--- src/rtl/rgb_decoder_pkg.sv ---
// Shared definitions for the RGB lamp decoder.
// Holds the colour indices and lamp codes that the encoder also uses,
// the decoder FSM state encoding, and small decode/sequence helpers.
package rgb_decoder_pkg;

  // Colour indices as seen by the monitoring logic
  localparam logic [1:0] WHITE  = 2'b00;
  localparam logic [1:0] RED    = 2'b01;
  localparam logic [1:0] GREEN  = 2'b10;
  localparam logic [1:0] YELLOW = 2'b11;

  // Lamp drive codes, bit order {R,G,B}
  localparam logic [2:0] WHITE_CODE  = 3'b111;
  localparam logic [2:0] RED_CODE    = 3'b100;
  localparam logic [2:0] GREEN_CODE  = 3'b010;
  localparam logic [2:0] YELLOW_CODE = 3'b110;

  // Width of the stability run counter; large enough for any accepted filter depth
  localparam int unsigned RUN_W = 8;

  // Decoder FSM states
  typedef enum logic [1:0] {
    IDLE   = 2'b00,
    LOCKED = 2'b01,
    FAULT  = 2'b10
  } state_t;

  // Result of decoding one lamp code
  typedef struct packed {
    logic       legal;
    logic [1:0] color;
  } decode_t;

  // Map a lamp code to its colour; anything outside the four lamp patterns is illegal
  function automatic decode_t decodeRgb(input logic [2:0] code);
    decode_t result;
    result.legal = 1'b1;
    result.color = WHITE;
    case (code)
      WHITE_CODE:  result.color = WHITE;
      RED_CODE:    result.color = RED;
      GREEN_CODE:  result.color = GREEN;
      YELLOW_CODE: result.color = YELLOW;
      default: begin
        result.legal = 1'b0;
        result.color = WHITE;
      end
    endcase
    return result;
  endfunction

  // Traffic-light order: GREEN->YELLOW->RED->GREEN, with WHITE reachable from
  // and leading to any colour
  function automatic logic seqAllowed(input logic [1:0] fromColor,
                                      input logic [1:0] toColor);
    logic ok;
    ok = 1'b0;
    if (toColor == WHITE || fromColor == WHITE) begin
      ok = 1'b1;
    end else begin
      case (fromColor)
        GREEN:   ok = (toColor == YELLOW);
        YELLOW:  ok = (toColor == RED);
        RED:     ok = (toColor == GREEN);
        default: ok = 1'b0;
      endcase
    end
    return ok;
  endfunction

endpackage

--- src/rtl/rgb_stabilizer.sv ---
// Glitch filter for the sampled lamp code.
// Registers the raw code once and counts how many consecutive registered
// samples have been identical. When that run first reaches STABLE_CYCLES a
// one-cycle accept strobe is raised together with the stable code.
module rgb_stabilizer
  import rgb_decoder_pkg::*;
#(
  parameter int unsigned STABLE_CYCLES = 4
) (
  input  logic       i_clk,
  input  logic       i_rst,
  input  logic [2:0] i_rgb,
  output logic [2:0] o_code,
  output logic       o_accept
);

  localparam logic [RUN_W-1:0] RUN_TARGET = RUN_W'(STABLE_CYCLES);
  localparam logic [RUN_W-1:0] RUN_ONE    = RUN_W'(1);

  logic [2:0]       r_sample;
  logic [RUN_W-1:0] r_run;
  logic [2:0]       r_code;
  logic             r_accept;

  logic             w_differ;
  logic [RUN_W-1:0] w_runNext;
  logic             w_reach;

  // Next run length: restart at 1 on a new code, otherwise count up and hold
  // at the target. The strobe fires only on the edge the target is reached,
  // so a long steady code is accepted once rather than every cycle.
  always_comb begin
    w_differ  = (i_rgb != r_sample);
    w_runNext = r_run;
    if (w_differ) begin
      w_runNext = RUN_ONE;
    end else if (r_run != RUN_TARGET) begin
      w_runNext = r_run + RUN_ONE;
    end
    w_reach = (w_runNext == RUN_TARGET) && (w_differ || (r_run != RUN_TARGET));
  end

  // Sample register, run counter and registered accept strobe with its code
  always_ff @(posedge i_clk) begin
    if (i_rst) begin
      r_sample <= 3'b000;
      r_run    <= '0;
      r_code   <= 3'b000;
      r_accept <= 1'b0;
    end else begin
      r_sample <= i_rgb;
      r_run    <= w_runNext;
      r_accept <= w_reach;
      if (w_reach) begin
        r_code <= i_rgb;
      end
    end
  end

  assign o_code   = r_code;
  assign o_accept = r_accept;

endmodule

--- src/rtl/rgb_decoder.sv ---
// Receive-side RGB lamp decoder.
// Recovers the colour index from a filtered lamp code, tracks whether the
// lamps show a legal colour or an illegal pattern, flags out-of-order
// colour changes and measures how long the current colour has been shown.
module rgb_decoder
  import rgb_decoder_pkg::*;
#(
  parameter int unsigned STABLE_CYCLES = 4,
  parameter int unsigned DWELL_W       = 16
) (
  input  logic               clk_i,
  input  logic               rst_i,
  input  logic [2:0]         rgb_i,
  output logic [1:0]         color_o,
  output logic               valid_o,
  output logic               illegal_o,
  output logic               change_o,
  output logic               seq_err_o,
  output logic [DWELL_W-1:0] dwell_o
);

  localparam logic [DWELL_W-1:0] DWELL_ONE = DWELL_W'(1);

  logic [2:0]         w_code;
  logic               w_accept;
  decode_t            w_dec;
  logic               w_newColor;

  state_t             r_state;
  state_t             w_stateNext;

  logic [1:0]         r_color;
  logic               r_change;
  logic               r_seqErr;
  logic [DWELL_W-1:0] r_dwell;

  logic [1:0]         w_colorNext;
  logic               w_changeNext;
  logic               w_seqErrNext;
  logic [DWELL_W-1:0] w_dwellNext;

  rgb_stabilizer #(
    .STABLE_CYCLES(STABLE_CYCLES)
  ) u_stabilizer (
    .i_clk   (clk_i),
    .i_rst   (rst_i),
    .i_rgb   (rgb_i),
    .o_code  (w_code),
    .o_accept(w_accept)
  );

  assign w_dec = decodeRgb(w_code);

  // A legal code counts as a new colour unless it repeats the colour already locked
  always_comb begin
    w_newColor = w_accept && w_dec.legal &&
                 ((r_state != LOCKED) || (w_dec.color != r_color));
  end

  // State register
  always_ff @(posedge clk_i) begin
    if (rst_i) begin
      r_state <= IDLE;
    end else begin
      r_state <= w_stateNext;
    end
  end

  // Next state: every accepted code decides between LOCKED and FAULT
  always_comb begin
    w_stateNext = r_state;
    if (w_accept) begin
      w_stateNext = w_dec.legal ? LOCKED : FAULT;
    end
  end

  // Output decision: colour, pulses and dwell count for the coming cycle.
  // Only LOCKED->LOCKED changes are order-checked; entries from IDLE or FAULT
  // are trusted.
  always_comb begin
    w_colorNext  = r_color;
    w_changeNext = 1'b0;
    w_seqErrNext = 1'b0;
    w_dwellNext  = r_dwell;
    if (w_accept && !w_dec.legal) begin
      w_dwellNext = '0;
    end else if (w_newColor) begin
      w_colorNext  = w_dec.color;
      w_changeNext = 1'b1;
      w_seqErrNext = (r_state == LOCKED) && !seqAllowed(r_color, w_dec.color);
      w_dwellNext  = '0;
    end else if (r_state == LOCKED) begin
      if (r_dwell != '1) begin
        w_dwellNext = r_dwell + DWELL_ONE;
      end
    end else begin
      w_dwellNext = '0;
    end
  end

  // Output registers
  always_ff @(posedge clk_i) begin
    if (rst_i) begin
      r_color  <= WHITE;
      r_change <= 1'b0;
      r_seqErr <= 1'b0;
      r_dwell  <= '0;
    end else begin
      r_color  <= w_colorNext;
      r_change <= w_changeNext;
      r_seqErr <= w_seqErrNext;
      r_dwell  <= w_dwellNext;
    end
  end

  assign color_o   = r_color;
  assign valid_o   = (r_state == LOCKED);
  assign illegal_o = (r_state == FAULT);
  assign change_o  = r_change;
  assign seq_err_o = r_seqErr;
  assign dwell_o   = r_dwell;

endmodule

--- config.mk ---
export PLATFORM = sky130hd
export DESIGN_NAME = rgb_decoder
export DESIGN_NICKNAME = d
export VERILOG_FILES = /design/src/rtl/rgb_decoder_pkg.sv /design/src/rtl/rgb_stabilizer.sv /design/src/rtl/rgb_decoder.sv
export SDC_FILE = /design/constraint.sdc
export NUM_CORES = 1
export LEC_CHECK = 0
export ABC_AREA = 1
export BUFFER_PORTS_ARGS = -buffer_cell sky130_fd_sc_hd__buf_2
export CAP_MARGIN = 0
export CORE_ASPECT_RATIO = 0.75
export CORE_MARGIN = 8
export CORE_UTILIZATION = 56
export DETAILED_ROUTE_END_ITERATION = 8
export PLACE_DENSITY = 0.8
export SYNTH_ARGS = -nofsm -noshare
export SYNTH_HDL_FRONTEND = slang
export SYNTH_SLANG_ARGS = --single-unit
--- constraint.sdc ---
create_clock -name clk_i -period 2.1 [get_ports clk_i]
set_clock_uncertainty 0.2 [all_clocks]
set_input_delay 0.105 -clock clk_i [delete_from_list [all_inputs] [get_ports clk_i]]
set_output_delay 0.105 -clock clk_i [all_outputs]
set_load 0.01 [all_outputs]
==> Implementation_results.wiki <==
{| class="wikitable"
! Metric !! Value
|-
| Worst R2R Start || dwell_o[0]$_SDFFE_PP0P_
|-
| I/O pin cnt || 27
|-
| Residual antenna-violating net count after detailed routing || 0
|-
| Via count of the first global-routing pass || 1613
|-
| Number of levels in the clock H-tree || 2
|-
| Unrepaired setup endpoints after global routing || false
|-
| Count of maximum capacitance violations || 0
|-
| Setup slack of the critical path after layout || 0.1690 ns
|-
| Cell count of the worst hold path || 2
|-
| Post-synthesis cell type count || 33
|-
| Clock Sink Count || 37
|-
| Max Fanout on Critical Path || 4
|-
| DIE AREA || 5670 sq um
|-
| Critical path data arrival time || 1.91 ns
|-
| Final setup violating endpoints || 0
|-
| Row cnt || 18
|-
| Final Max Tran Viols || 0
|-
| Total number of yosys warnings || 0
|-
| Routed wire per std cell || 12.72 microns
|-
| Maximum root-to-sink buffer count || 2
|-
| Outcome || finished clean
|-
| Number of buffers and inverters on the critical path || 0
|-
| Cell area after synthesis || 1961 sq um
|-
| Required time of the critical path || 2.08 ns
|-
| Clock slew seen by the registers of the worst setup and hold paths || 0.07 ns
|-
| Most frequent cells in the layout || nand2_1 (63), nor2_1 (46), dfxtp_1 (37), inv_1 (28), buf_2 (26)
|-
| Source-to-sink clock delay at the later pin of the worst-skew pair || 0.30 ns
|-
| Final Hold Viols || 0
|-
| DP Worst Slack || 0.2331 ns
|-
| Avg Synthesized Cell Area || 7.130 sq um
|-
| Most used flip-flop cell after synthesis || dfxtp_1
|-
| Layout Nets || 320
|-
| Fraction of synthesis flops using an asynchronous set or reset pin || 0
|-
| Final wirelength || 4491 microns
|-
| GRT overflow || 0
|-
| Startpoint types || flip-flop
|-
| DR vias || 1833
|-
| Number of storage elements in the synthesis netlist || 37
|-
| Count of input and output buffers || 26
|-
| Pwr per Cell Area || 579.0 nW/um^2
|-
| Register-to-Register Path Depth || 6
|-
| Die extent in y || 67.24 microns
|-
| Time the worst path needs with I/O delays and setup || 1.931 ns
|-
| Most common cell after layout, fill and taps aside || nand2_1
|-
| Worst hold path endpoint || u_stabilizer.o_code[2]$_SDFFE_PP0P_
|-
| Launch instance of the worst min-delay path || u_stabilizer.o_code[2]$_SDFFE_PP0P_
|-
| Critical path's largest stage delay || 0.41 ns
|-
| Min-delay worst type || flip-flop to flip-flop
|-
| Worst Max-Slew Pin Slew || 0.4774 ns
|-
| Number of gates given a new drive strength after cts || 0
|-
| Initial core utilization || 0.5922
|-
| Number of antenna cells inserted || 0
|-
| Placer's final routability congestion estimate || 0.9385
|-
| Net count after synthesis || 283
|-
| Post-synthesis to final-layout area growth || 16.85%
|-
| Number of flops mapped to enable cells by yosys || 0
|-
| Worst vdd ir || 0.4600 mV
|-
| Die W || 84.33 microns
|-
| Critical path cell sequence || ha_1 > nand3_1 > nor3_1 > nand3_1 > xor2_1 > a21oi_2
|-
| TritonCTS clock tree || done
|-
| Sum of negative setup slack || 0 ns
|-
| Slowest cell on the critical path || nor3_1
|-
| Final worst path period share || 0.9195
|-
| Proportion of synthesized chip area in sequential cells || 0.3778
|-
| Placeable core area || 3311 sq um
|-
| CP delay by family, top || simple AND/OR/NAND/NOR gates
|-
| Number of antenna violations at the first check in global routing || 0
|-
| Static leakage || 0.0009804 uW
|-
| Router iterations before antenna repair || 4
|-
| Worst setup EP type || flip-flop
|-
| Worst reg2reg endpoint || dwell_o[14]$_SDFFE_PP0P_
|-
| Sum of net half-perimeters after detailed placement || 3383 microns
|-
| Global-route wire length before repair || 7396 microns
|-
| CTS buffer count || 5
|-
| Largest net degree at the start of global routing || 18
|-
| Master cell of the clock root buffer || clkbuf_8
|-
| DRC viols || 0
|-
| Post-Syn Instances || 275
|-
| Classification of the worst setup path || flip-flop to flip-flop
|-
| Tot GR Track Use || 0.1614
|-
| Max transition margin || 0.6793
|-
| Placed cells || 339
|-
| Cell repeated most along the worst path || nand3_1
|-
| Via density || 5.193
|-
| Number of setup buffers added after CTS || 0
|-
| Final Non-Filler Cells || 353
|-
| Highest attainable clock frequency || 517.9 MHz
|-
| Initial DRC count || 191
|-
| Layout cell share with drive strength beyond 1 || 0.2077
|-
| R2R setup slack || 0.17 ns
|}
-- per-stage QoR --
step | total power [uW] | hold WS [ns] | area (sq um) | utilization
CTS | 1332 | 0.2869 | 2291 | 0.6920
detailed placement | 776.5 | 0.1796 | 2130 | 0.6432
global route | 1374 | 0.3106 | 2291 | 0.6920
finish | 1326 | 0.2821 | 2291 | 0.6920
floorplan | 763.2 | 0.02726 | 1961 | -
global placement | 775.0 | 0.1715 | 2130 | 0.6432
-- state kept, by name (all words and copies together), names as in the netlist --
register	flops
change_o	1
color_o	2
dwell_o	16
r_state	2
seq_err_o	1
u_stabilizer.o_accept	1
u_stabilizer.o_code	3
u_stabilizer.r_run	8
u_stabilizer.r_sample	3
-- synth_stat cells, types with 3 or more instances --
cell      count  area share
nor2_2        6       0.019
nor2_1       46       0.088
a21oi_2       3       0.013
nand3b_1      3       0.011
o21ai_0       3      0.0077
nand3_1      15       0.038
nand2_1      63        0.12
xor2_1        7       0.031
dfxtp_1      37        0.38
nand4_1       4       0.013
a31oi_1       6       0.019
o21ai_1       7       0.018
xnor2_1       5       0.022
ha_1          3       0.019
nand2_2       3      0.0096
nor3_1        9       0.023
inv_1        28       0.054
inv_2         7       0.013
-- worst register-to-register path, stage by stage, from the launching register on --
cell	delay (ns)
dfxtp_1	0.40
ha_1	0.22
nand3_1	0.15
nor3_1	0.41
nand3_1	0.16
xor2_1	0.21
a21oi_2	0.07
-- timing repair --
action,in CTS,in global routing
endpoints found under the hold margin,10,0
setup endpoints to repair,0,0
hold buffers,6,0
-- where the power goes --
part / internal, uW / total, uW / switching [uW]
clock: 297 / 557 / 260
combinational: 23.5 / 59.0 / 35.5
sequential: 706 / 710 / 4.31
total: 1030 / 1330 / 300
-- cell type report --
type	instances	area (sq um)
inverter	35	131.4
tap	40	50.05
clock inverter	1	5.005
timing repair buffer	33	197.7
sequential	37	740.7
clock buffer	7	96.34
multi-input combinational	200	1070
fill	294	1020
-- cell families (layout without fill, tap and decap cells) --
kind of cell / count (synthesis) / count (layout) / synth area share
and+or+nand+nor: 159 / 159 / 0.3784
buffers and inverters: 38 / 76 / 0.07658
DFF: 37 / 37 / 0.3778
AOI/OAI and AO/OA: 26 / 26 / 0.09445
xor gates and xnor gates: 12 / 12 / 0.05361
adders and majority gates: 3 / 3 / 0.01915
-- per-layer routing --
| layer | part of all wire | vias up | global-route usage |
|---|---|---|---|
| li1 | - | 945 | - |
| met3 | 0.069 | 7 | 0.05649 |
| met5 | 0 | - | 0 |
| met2 | 0.41 | 62 | 0.2278 |
| met1 | 0.51 | 819 | 0.2216 |
| met4 | 0.013 | 0 | 0.05794 |
-- how the worst max path moves through the flow --
| stage | from | end | slack [ns] | cells past startpoint |
|---|---|---|---|---|
| 6_report | dwell_o[0]$_SDFFE_PP0P_ | dwell_o[14]$_SDFFE_PP0P_ | 0.17 | 6 |
| 3_3_place_gp | dwell_o[0]$_SDFFE_PP0P_ | dwell_o[8]$_SDFFE_PP0P_ | 0.32 | 7 |
| 3_5_place_dp | dwell_o[0]$_SDFFE_PP0P_ | dwell_o[8]$_SDFFE_PP0P_ | 0.23 | 7 |
| 4_1_cts | dwell_o[0]$_SDFFE_PP0P_ | dwell_o[8]$_SDFFE_PP0P_ | 0.22 | 7 |
| 2_1_floorplan | dwell_o[0]$_SDFFE_PP0P_ | dwell_o[1]$_SDFFE_PP0P_ | 0.40 | 8 |
| 5_1_grt | dwell_o[0]$_SDFFE_PP0P_ | dwell_o[9]$_SDFFE_PP0P_ | 0.05 | 7 |
Power figures use the tool's default switching activity.
